[config.mk]
export PLATFORM = sky130hd
export DESIGN_NAME = sequence_detector
export DESIGN_NICKNAME = d
export VERILOG_FILES = /design/src/rtl/seq_pkg.sv /design/src/rtl/sequence_window.sv /design/src/rtl/sequence_detector.sv
export SDC_FILE = /design/constraint.sdc
export NUM_CORES = 1
export LEC_CHECK = 0
export BUFFER_PORTS_ARGS = -buffer_cell sky130_fd_sc_hd__buf_2
export CAP_MARGIN = 20
export CORE_MARGIN = 2
export CORE_UTILIZATION = 54
export CTS_BUF_LIST = sky130_fd_sc_hd__clkbuf_16
export CTS_CLUSTER_SIZE = 28
export DETAILED_ROUTE_END_ITERATION = 8
export GPL_ROUTABILITY_DRIVEN = 0
export PLACE_DENSITY_LB_ADDON = 0.05
export SYNTH_ARGS = -nofsm -noshare
export SYNTH_HDL_FRONTEND = slang
export SYNTH_SLANG_ARGS = --single-unit
export TNS_END_PERCENT = 30
[constraint.sdc]
create_clock -name clk -period 2.4 [get_ports clk]
set_input_delay 0.48 -clock clk [delete_from_list [all_inputs] [get_ports clk]]
set_output_delay 0.48 -clock clk [all_outputs]
set_load 0.05 [all_outputs]
[src/rtl/seq_pkg.sv]
// Shared definitions for the serial sequence detector.
//   state_t         : detector FSM states
//   PAT_LEN         : length of one pattern period in bits
//   DEFAULT_PATTERN : default period, bit k is sent at period position k
package seq_pkg;

    typedef enum logic [1:0] {
        HUNT   = 2'd0,
        VERIFY = 2'd1,
        LOCKED = 2'd2
    } state_t;

    localparam int              PAT_LEN         = 6;
    localparam logic [PAT_LEN-1:0] DEFAULT_PATTERN = 6'b110100;

endpackage

[src/rtl/sequence_window.sv]
// Serial shift window with fill counter and pattern compare.
//   clk      : rising-edge clock
//   rst      : synchronous active-high reset
//   i_valid  : shift i_data into the window this cycle
//   i_data   : serial bit
//   o_match  : combinational; high when the window after this shift is
//              full and equals PATTERN (only while i_valid is high)
module sequence_window
    import seq_pkg::*;
#(
    parameter logic [PAT_LEN-1:0] PATTERN = DEFAULT_PATTERN
) (
    input  logic clk,
    input  logic rst,
    input  logic i_valid,
    input  logic i_data,
    output logic o_match
);

    logic [PAT_LEN-1:0] r_window;
    logic [2:0]         r_fill;
    logic [PAT_LEN-1:0] w_window_next;
    logic               w_full_next;

    // Newest bit enters at the MSB so a complete period lines up with PATTERN.
    assign w_window_next = {i_data, r_window[PAT_LEN-1:1]};
    assign w_full_next   = (r_fill >= 3'(PAT_LEN - 1));
    assign o_match       = i_valid && w_full_next && (w_window_next == PATTERN);

    always_ff @(posedge clk) begin
        if (rst) begin
            r_window <= '0;
            r_fill   <= '0;
        end else if (i_valid) begin
            r_window <= w_window_next;
            if (r_fill != 3'(PAT_LEN))
                r_fill <= r_fill + 3'd1;
        end
    end

endmodule

[src/rtl/sequence_detector.sv]
// Serial pattern detector with hunt / verify / lock tracking and error count.
//   clk        : rising-edge clock
//   rst        : synchronous active-high reset
//   data_in    : serial bit under test
//   data_valid : data_in is sampled only when high
//   clr_err    : synchronous clear of err_cnt
//   match      : one-cycle pulse when the window equals PATTERN
//   locked     : high while in LOCKED
//   err        : one-cycle pulse on a bit mismatch while locked
//   err_cnt    : saturating bit-error count
//   phase      : expected period index of the next bit, 0 when not locked
//
// state  | meaning
// HUNT   | searching the window for a full pattern
// VERIFY | checking clean periods after the first match
// LOCKED | tracking phase, counting bit errors
module sequence_detector
    import seq_pkg::*;
#(
    parameter logic [PAT_LEN-1:0] PATTERN      = DEFAULT_PATTERN,
    parameter int                 LOCK_PERIODS = 2,
    parameter int                 UNLOCK_ERRS  = 3
) (
    input  logic       clk,
    input  logic       rst,
    input  logic       data_in,
    input  logic       data_valid,
    input  logic       clr_err,
    output logic       match,
    output logic       locked,
    output logic       err,
    output logic [7:0] err_cnt,
    output logic [2:0] phase
);

    localparam logic [7:0] LOCK_N   = 8'(LOCK_PERIODS);
    localparam logic [7:0] UNLOCK_N = 8'(UNLOCK_ERRS);

    state_t     r_state;
    logic [2:0] r_idx;
    logic [7:0] r_clean;
    logic [7:0] r_acc;
    logic       r_per_err;

    logic       w_win_match;
    logic       w_bit_ok;
    logic       w_wrap;
    logic [2:0] w_idx_next;
    logic [7:0] w_acc_inc;

    sequence_window #(
        .PATTERN (PATTERN)
    ) u_window (
        .clk     (clk),
        .rst     (rst),
        .i_valid (data_valid),
        .i_data  (data_in),
        .o_match (w_win_match)
    );

    assign w_bit_ok   = (data_in == PATTERN[r_idx]);
    assign w_wrap     = (r_idx == 3'(PAT_LEN - 1));
    assign w_idx_next = w_wrap ? 3'd0 : r_idx + 3'd1;
    assign w_acc_inc  = r_acc + 8'd1;

    always_ff @(posedge clk) begin
        if (rst) begin
            r_state   <= HUNT;
            r_idx     <= '0;
            r_clean   <= '0;
            r_acc     <= '0;
            r_per_err <= 1'b0;
            match     <= 1'b0;
            locked    <= 1'b0;
            err       <= 1'b0;
            err_cnt   <= '0;
            phase     <= '0;
        end else begin
            match <= 1'b0;
            err   <= 1'b0;
            if (data_valid) begin
                match <= w_win_match;
                case (r_state)
                    HUNT: begin
                        if (w_win_match) begin
                            r_state <= VERIFY;
                            r_idx   <= '0;
                            r_clean <= '0;
                        end
                    end
                    VERIFY: begin
                        if (!w_bit_ok) begin
                            // Window is kept; the next bit is hunted normally.
                            r_state <= HUNT;
                            r_idx   <= '0;
                            r_clean <= '0;
                        end else begin
                            r_idx <= w_idx_next;
                            if (w_wrap) begin
                                if (r_clean + 8'd1 == LOCK_N) begin
                                    r_state   <= LOCKED;
                                    r_clean   <= '0;
                                    r_acc     <= '0;
                                    r_per_err <= 1'b0;
                                    locked    <= 1'b1;
                                    phase     <= '0;
                                end else begin
                                    r_clean <= r_clean + 8'd1;
                                end
                            end
                        end
                    end
                    LOCKED: begin
                        if (!w_bit_ok) begin
                            err <= 1'b1;
                            if (err_cnt != 8'hFF)
                                err_cnt <= err_cnt + 8'd1;
                        end
                        if (!w_bit_ok && (w_acc_inc == UNLOCK_N)) begin
                            r_state   <= HUNT;
                            r_idx     <= '0;
                            r_acc     <= '0;
                            r_per_err <= 1'b0;
                            locked    <= 1'b0;
                            phase     <= '0;
                        end else begin
                            r_idx <= w_idx_next;
                            phase <= w_idx_next;
                            if (!w_bit_ok)
                                r_acc <= w_acc_inc;
                            if (w_wrap) begin
                                // Only a fully clean period forgives earlier errors.
                                r_per_err <= 1'b0;
                                if (w_bit_ok && !r_per_err)
                                    r_acc <= '0;
                            end else if (!w_bit_ok) begin
                                r_per_err <= 1'b1;
                            end
                        end
                    end
                    default: begin
                        r_state <= HUNT;
                        r_idx   <= '0;
                        locked  <= 1'b0;
                        phase   <= '0;
                    end
                endcase
            end
            // Last assignment wins: clear beats a same-cycle increment.
            if (clr_err)
                err_cnt <= '0;
        end
    end

endmodule

==> run summary, run 1 <==
The die boundary width is just over 70 microns. By area the synthesized netlist is led by sky130_fd_sc_hd__dfxtp_1 (37%), sky130_fd_sc_hd__ha_1 (5.6%), sky130_fd_sc_hd__nor2_1 (4.5%), sky130_fd_sc_hd__a21oi_1 (3.9%), sky130_fd_sc_hd__nand2_1 (3.5%). The worst IR drop on VDD came out at 0.0003595 V. In the layout the commonest cells are sky130_fd_sc_hd__dfxtp_1 (43), sky130_fd_sc_hd__nor2_1 (29), sky130_fd_sc_hd__nand2_1 (23).

From synthesis to final layout, the design area changed by 19.20%. The launch point of the worst reg-to-reg path is r_clean[0]. The global-route wire length before repair came out at 9308 microns. The fraction of registers with async set/reset came out at 0. The insertion delay of the later-clocked pin in the worst-skew pair is ~0.28 ns.

After routing the design area is 2913 sq um. The die height came out at about 70 microns. The number of buffers added on ports came out at 18. The count of state elements after synthesis is 45. Setup violations remaining at the end of the flow were counted as 0. The maximum clock insertion buffer count came out at 2.

The worst endpoint data arrival time is 2.58 ns. TritonCTS built the clock tree. The pin slew with the least headroom to its limit is between 0.6 and 0.7 ns. The post-placement worst setup slack is -0.008332 ns. The hold-critical path depth is 2. The core region area came out at 4354 sq um. For this run, the leading register cell type out of synthesis is sky130_fd_sc_hd__dfxtp_1. The number of distinct library cell variants in the gate-level netlist after synthesis came out at 54. The worst clock skew is 0.005315 ns. Clock tree synthesis selected as its root buffer the cell sky130_fd_sc_hd__clkbuf_16. The number of iterations in the first detailed-routing pass is 4. Buffers inserted to repair hold after CTS numbered 0.

Of the cells placed in the final design, the portion with a size suffix greater than 1 is 0.1938. The share of synthesized area in the top cell type comes to 0.3687. The initial utilization of the core area, before any placement, comes to 0.5612. The H-tree generated during clock tree synthesis spans 2 levels.

The count of nets after finishing is 340. After detailed placement, the total cell area comes to between 2000 and 3000 sq um. The estimated wirelength of the detail-placed design is slightly below 4000 microns.

The largest single stage delay on the critical path is 0.45 ns. STA puts the critical path data required time at 2.62 ns. The aggregate global routing overflow came out at 0.

The global routing usage summed across all routing layers is 0.2237. The worst setup path is launched from a flop. In the final routed layout, each cell accounts on average for 14.10 microns.

The proportion of synthesized chip area in sequential cells is 0.3687. The number of top-level pins is 19. Synthesis produced a netlist with a net count of 306. The post-route fraction of the period consumed by the critical path came out at 0.9844. Entering global routing, the biggest net connects 20 pins.

The worst-path maximum fanout came out at 4. Power comes to 1569 uW. The relative slew slack came out at 0.5885. The initial DRC count is 113. The mean cell area of the mapped netlist is around 8.4 sq um.

Yosys mapped a number of flops with a built-in enable equal to 0. The worst register-to-register path ends at phase[1]. CTS saw 45 sinks. The largest total area in the synthesized netlist belongs to sky130_fd_sc_hd__dfxtp_1.

For this run, the number of Yosys warnings is 0. The number of hold-slack violations in the final timing report came out at 0. Hold is met by approximately 0.47 ns. The post-synthesis instance area is 2444 sq um. The flow ran to the end, and the final reports show no timing, DRC or antenna violations. Leaving out fill and tap cells, the most frequent cell in the layout is sky130_fd_sc_hd__dfxtp_1. The total of fill cells in the finished design came out at 364. The logic depth of the worst register-to-register path came out at 7. The power per standard cell area came out at ~540 nW/um^2. Across the run, the number of max-cap violations was 0. The worst hold path terminates at phase[0]. The routed via count is about 2,200. The category of the worst setup path capture point is a flop.

The start-to-end type of the worst setup path is reg -> reg. The critical path goes through ha_2 > or3_1 > a2111o_1 > a2111oi_4 > o21ai_2 > or3b_1 > a21oi_2. In this run the remaining antenna-violating nets after routing total 0.

The path length in cells of the critical path is 7. The tightest min-delay check is of the reg -> reg type. Using the TritonRoute via totals, the vias-per-cell ratio works out to between 5 and 6.

The initial antenna violation count is 0. After detailed routing, the total wire length is roughly 5300 microns. The accumulated negative setup slack came out at 0 ns. The number of design rule violations left after detail routing is 0. Broken down by cell family, the worst path's largest delay share belongs to compound AO/OA/AOI/OAI gates. The source of the worst hold timing path is phase[0]. Buffers inserted during clock tree synthesis total 5.

The minimum setup slack among reg-to-reg paths came out at between 0.03 and 0.04 ns. Setup repair after global routing could not meet its margin everywhere. The number of antenna diodes in the final layout is 0. The worst path needs approximately 2.4 ns of the cycle, external delays included.

The slowest stage of the critical path is the sky130_fd_sc_hd__a2111oi_4 cell. The via count of the first global-routing pass came out at approximately 2,100. The maximum achievable frequency came out at approximately 0.42 GHz. The register clock-pin slew on the reported worst setup and hold paths came out at around 0.06 ns. The synthesized instance count came out at 290.

The floorplan row count came out at 24. The final worst slack came out at 0.03733 ns. The critical path buffer and inverter count came out at 0.

The reported leakage power is approximately 0.0011 uW. The die covers a little over 5000 sq um. The number of pins with negative max-slew slack in the final report is 0.
-- flip-flops by register name, indices dropped and copies added, names as in the netlist, named ones only --
signal	flops
r_per_err	1
u_window.r_fill	3
match	1
r_acc	8
u_window.r_window	5
locked	1
err	1
err_cnt	8
r_clean	8
r_idx	3
phase	3
r_state	2
-- metrics by stage --
step | cells | util
finish | 377 | 0.6690
global route | 377 | 0.6690
CTS | 375 | 0.6575
detailed placement | 367 | 0.6190
global placement | 367 | 0.6190
floorplan | 290 | -
-- where the power goes --
group / switching, uW / leakage, uW / total, uW / internal, uW
combinational: 35.1 / 0.000664 / 57.4 / 22.3
clock: 269 / 0.0000826 / 752 / 483
sequential: 5.98 / 0.000364 / 759 / 753
-- final cells by class --
class / instances / area [sq um] / share of cell area
multi-input cells: 221 / 1493 / 0.5125
inverters: 13 / 48.80 / 0.01675
well taps: 52 / 65.06 / 0.02234
repair buffers: 38 / 240.2 / 0.08247
clock inverters: 3 / 37.54 / 0.01289
clock buffers: 5 / 125.1 / 0.04296
flip-flops and latches: 45 / 903.4 / 0.3101
-- cells by family (layout without fill, tap and decap cells) --
logic type      Yosys count  in the layout  share of synthesized area
compound gates           70             70                     0.2043
fa+ha+maj                11             11                    0.05632
simple gates            119            119                     0.2545
buf+inv                  24             59                    0.03686
xor+xnor                 13             13                    0.04660
mux                       8              8                    0.03277
flops                    45             45                     0.3687
-- synthesized netlist by cell type (3+ instances only) --
cell type	instances
sky130_fd_sc_hd__a211oi_1	5
sky130_fd_sc_hd__a21oi_1	19
sky130_fd_sc_hd__a311oi_1	3
sky130_fd_sc_hd__a31oi_1	3
sky130_fd_sc_hd__and2_1	4
sky130_fd_sc_hd__and3_1	3
sky130_fd_sc_hd__and4_1	3
sky130_fd_sc_hd__clkbuf_1	9
sky130_fd_sc_hd__dfxtp_1	45
sky130_fd_sc_hd__ha_1	11
sky130_fd_sc_hd__inv_1	12
sky130_fd_sc_hd__mux2i_1	8
sky130_fd_sc_hd__nand2_1	23
sky130_fd_sc_hd__nand3_1	14
sky130_fd_sc_hd__nand3b_1	3
sky130_fd_sc_hd__nand4_1	7
sky130_fd_sc_hd__nor2_1	29
sky130_fd_sc_hd__nor3_1	10
sky130_fd_sc_hd__o211ai_1	3
sky130_fd_sc_hd__o21ai_0	12
sky130_fd_sc_hd__o41ai_1	5
sky130_fd_sc_hd__or2_2	3
sky130_fd_sc_hd__or3_1	6
sky130_fd_sc_hd__xnor2_1	5
sky130_fd_sc_hd__xor2_1	8
-- routing by layer --
layer	track usage	wire (microns)	vias up
met1	0.2924	2476	1041
met3	0.04219	203	6
met2	0.3796	2591	33
met4	0.06080	44	0
li1	-	-	1134
met5	0	0	-
-- tightest hold or removal path, delay by kind of cell (launching register included) --
kind,cells,cell delay (ns)
flip-flops,1,0.32
AO/OA/AOI/OAI,1,0.06
AND/OR/NAND/NOR,1,0.05
-- how the worst max path moves through the flow --
stage                          start         end  slack, ns
final                     r_clean[0]    phase[1]       0.04
after floorplan           r_clean[0]    phase[2]       0.04
after global placement    r_clean[0]  r_state[0]       0.02
after CTS                 r_clean[0]    phase[1]      0.005
after detailed placement  r_clean[0]  r_state[0]     -0.008
after global routing      r_clean[0]    r_acc[0]      -0.07
-- timing repair --
item | in CTS | in global routing
pin swaps | 0 | 7
setup buffers | 0 | 2
resized for setup | 1 | 8
setup endpoints to repair | 2 | 16
endpoints found under the hold margin | 0 | 0
Note: power is estimated with default switching activity, not from simulation.
==> inputs of run 2 (changes only) <==
BUFFER_PORTS_ARGS = unset   (was -buffer_cell sky130_fd_sc_hd__buf_2)
CORE_UTILIZATION = 57   (was 54)
DONT_BUFFER_PORTS = 1   (was unset)
RECOVER_POWER = 100   (was unset)
==> run 2 against run 1 <==
Effect of this change:
- global-route usage down 0.13 points
- clock power grew 16%
- critical endpoint is now phase[2]
- fmax down 0.51%
- sequential cell count unchanged
- register-to-register slack barely moved
- critical path depth is the same
- largest cell class unchanged
==> run summary, run 2 (synthesized netlist as in run 1, its figures left out) <==
The flow ran to the end, and the final reports show no timing, DRC or antenna violations. The number of top-level pins came out at 19 (unchanged). The relative area change from synthesis to final layout is 15.57%.

The post-route fraction of the period consumed by the critical path was 0.9895 (+0.005093). The initial DRC count is 148 (+31%). The critical path goes through ha_2 > or3_1 > a2111o_1 > a2111oi_4 > o21ai_2 > or3b_1 > a21oi_2.

The number of buffers added by the clock tree synthesis step came out at 5 (unchanged). The final period demand of the worst path is 2.375 ns (+0.01222 ns). The die height came out at 69.48 microns (-2.5%). The via-per-instance ratio is 6.058 (+3.2%). The worst clock skew is 0.005041 ns (-0.0002740 ns). The register clock-pin slew on the reported worst setup and hold paths is 0.06 ns (about the same). The cell family contributing the most delay on the critical path is compound AO/OA/AOI/OAI gates. The global-route wire length before repair is 8866 microns (-4.7%). The number of routed nets with antenna violations is 0 (unchanged).

For this design, the slowest cell found on the critical path is sky130_fd_sc_hd__a2111oi_4. The via count of the first global-routing pass is 1,974 (-6.0%). The number of buffers added on ports is 0 (-18). The number of design rule violations left after detail routing came to 0 (unchanged). The die boundary width came out at 69.48 microns (-2.5%). The reported leakage power is 0.001008 uW (-9.3%). The most frequent standard cell in the layout excluding fill and tap cells is sky130_fd_sc_hd__dfxtp_1. The maximum achievable frequency is 0.4211 GHz (-0.51%). The number of endpoints failing setup at the final stage was 0 (unchanged). The number of maximum-capacitance constraint violations came out at 0 (unchanged). Leaving out fill and tap cells, the most frequent cells in the layout are sky130_fd_sc_hd__dfxtp_1 (44), sky130_fd_sc_hd__nor2_1 (29), sky130_fd_sc_hd__nand2_1 (23). The power per standard cell area is 588.7 nW/um^2 (+9.3%). The maximum number of pins on one net before global-route repair is 37 (+85%). The startpoint type of the worst setup path is a flop. The number of pins with negative max-slew slack in the final report is 0 (unchanged). The estimated wirelength of the detail-placed design came out at 3659 microns (-6.2%). The initial antenna violation count came to 0 (unchanged). The insertion delay of the later-clocked pin in the worst-skew pair is 0.28 ns (about the same). The share of layout cells above drive strength 1 came out at 0.1226 (-0.07127). The count of nets after finishing is 325 (-4.4%). The relative slew slack was 0.4541 (-0.1344). The maximum level of the CTS H-tree came to 2 (unchanged). The clock tree from TritonCTS is built. The worst hold-check slack is 0.2532 ns (-0.2208 ns). The post-detailed-routing wire length is 5115 microns (-3.8%). The sum of internal, switching and leakage power is 1662 uW (+6.0%). The critical path buffer and inverter count came to 0 (unchanged). The routed via count came out at 2,181 (-1.5%).

The count of clock tree sinks came out at 45 (unchanged). The start-to-end type of the worst setup path is reg -> reg. The floorplan row count came out at 23 (-4.2%). The global routing usage summed across all routing layers came to 0.2224 (-0.001274). The pin slew with the least headroom to its limit came out at 0.8189 ns (+0.2061 ns). The maximum clock insertion buffer count is 2 (unchanged). The die footprint is 4827 sq um (-5.0%).

The worst endpoint data arrival time is 2.60 ns (+0.02 ns). The number of hold-slack violations in the final timing report is 0 (unchanged). The aggregate global routing overflow came out at 0 (unchanged). The worst IR drop on VDD is 0.0004216 V (+17%).

The category of the worst setup path capture point is a flop. The data required time at the worst endpoint is 2.63 ns (about the same). The number of diodes added for antenna fixing is 0 (unchanged).

The biggest cell delay along the critical path is 0.45 ns (about the same). The starting utilization of the core area came out at 0.6022 (+0.04101). The class of the tightest hold or removal check is in -> reg.

The core region area is 4058 sq um (-6.8%). The largest registers in the layout are err_cnt (8), r_acc (8), r_clean (8). The count of hold buffers inserted by post-cts repair came to 0 (unchanged). The worst-path maximum fanout came to 4 (unchanged). The mean routed wirelength per cell came out at 14.21 microns (+0.76%). Setup repair after global routing could not meet its margin everywhere. The number of iterations in the first detailed-routing pass is 4 (unchanged). Clock tree synthesis selected as its root buffer the cell sky130_fd_sc_hd__clkbuf_16.
[run 2: layout make-up]
class | instances | area (sq um)
timing repair buffer | 23 | 138.9
clock buffer | 5 | 125.1
multi-input combinational | 221 | 1481
clock inverter | 3 | 65.06
tap | 50 | 62.56
sequential | 45 | 902.1
inverter | 13 | 48.80
fill | 322 | 1234
[run 2: layer usage]
| layer | routed length [microns] | vias up | part of all wire | track usage |
|---|---|---|---|---|
| li1 | - | 1095 | - | - |
| met1 | 2381 | 1034 | 0.47 | 0.2891 |
| met2 | 2383 | 45 | 0.47 | 0.3600 |
| met3 | 288 | 7 | 0.056 | 0.05959 |
| met4 | 60 | 0 | 0.012 | 0.06972 |
| met5 | 0 | - | 0 | 0 |
[run 2: worst paths after layout]
check                               to  depth (start not counted)  slack (ns)            startpoint
setup / recovery              phase[2]                          7        0.03            r_clean[0]
setup reg to reg              phase[2]                          7        0.03            r_clean[0]
hold / removal                phase[2]                          1        0.25                   rst
hold reg to reg   u_window.r_window[1]                          2        0.50  u_window.r_window[1]
[run 2: power by group]
group          internal, uW  switching, uW
Sequential              753           5.65
Clock                   594            277
Combinational          16.0           17.2
[run 2: repair_timing]
action / CTS / global route
endpoints found under the setup margin: 0 / 12
resized for setup: 0 / 6
setup buffers: 0 / 1
[run 2: per-stage QoR]
step / setup TNS, ns / setup WS (ns) / cells / utilization / area (sq um)
floorplan: 0 / 0.04005 / 290 / - / 2446
global placement: 0 / 0.09275 / 351 / 0.6488 / 2633
detailed placement: 0 / 0.02183 / 351 / 0.6488 / 2633
CTS: 0 / 0.002030 / 359 / 0.6957 / 2823
global route: -0.3815 / -0.06951 / 360 / 0.6960 / 2824
finish: 0 / 0.02510 / 360 / 0.6960 / 2824
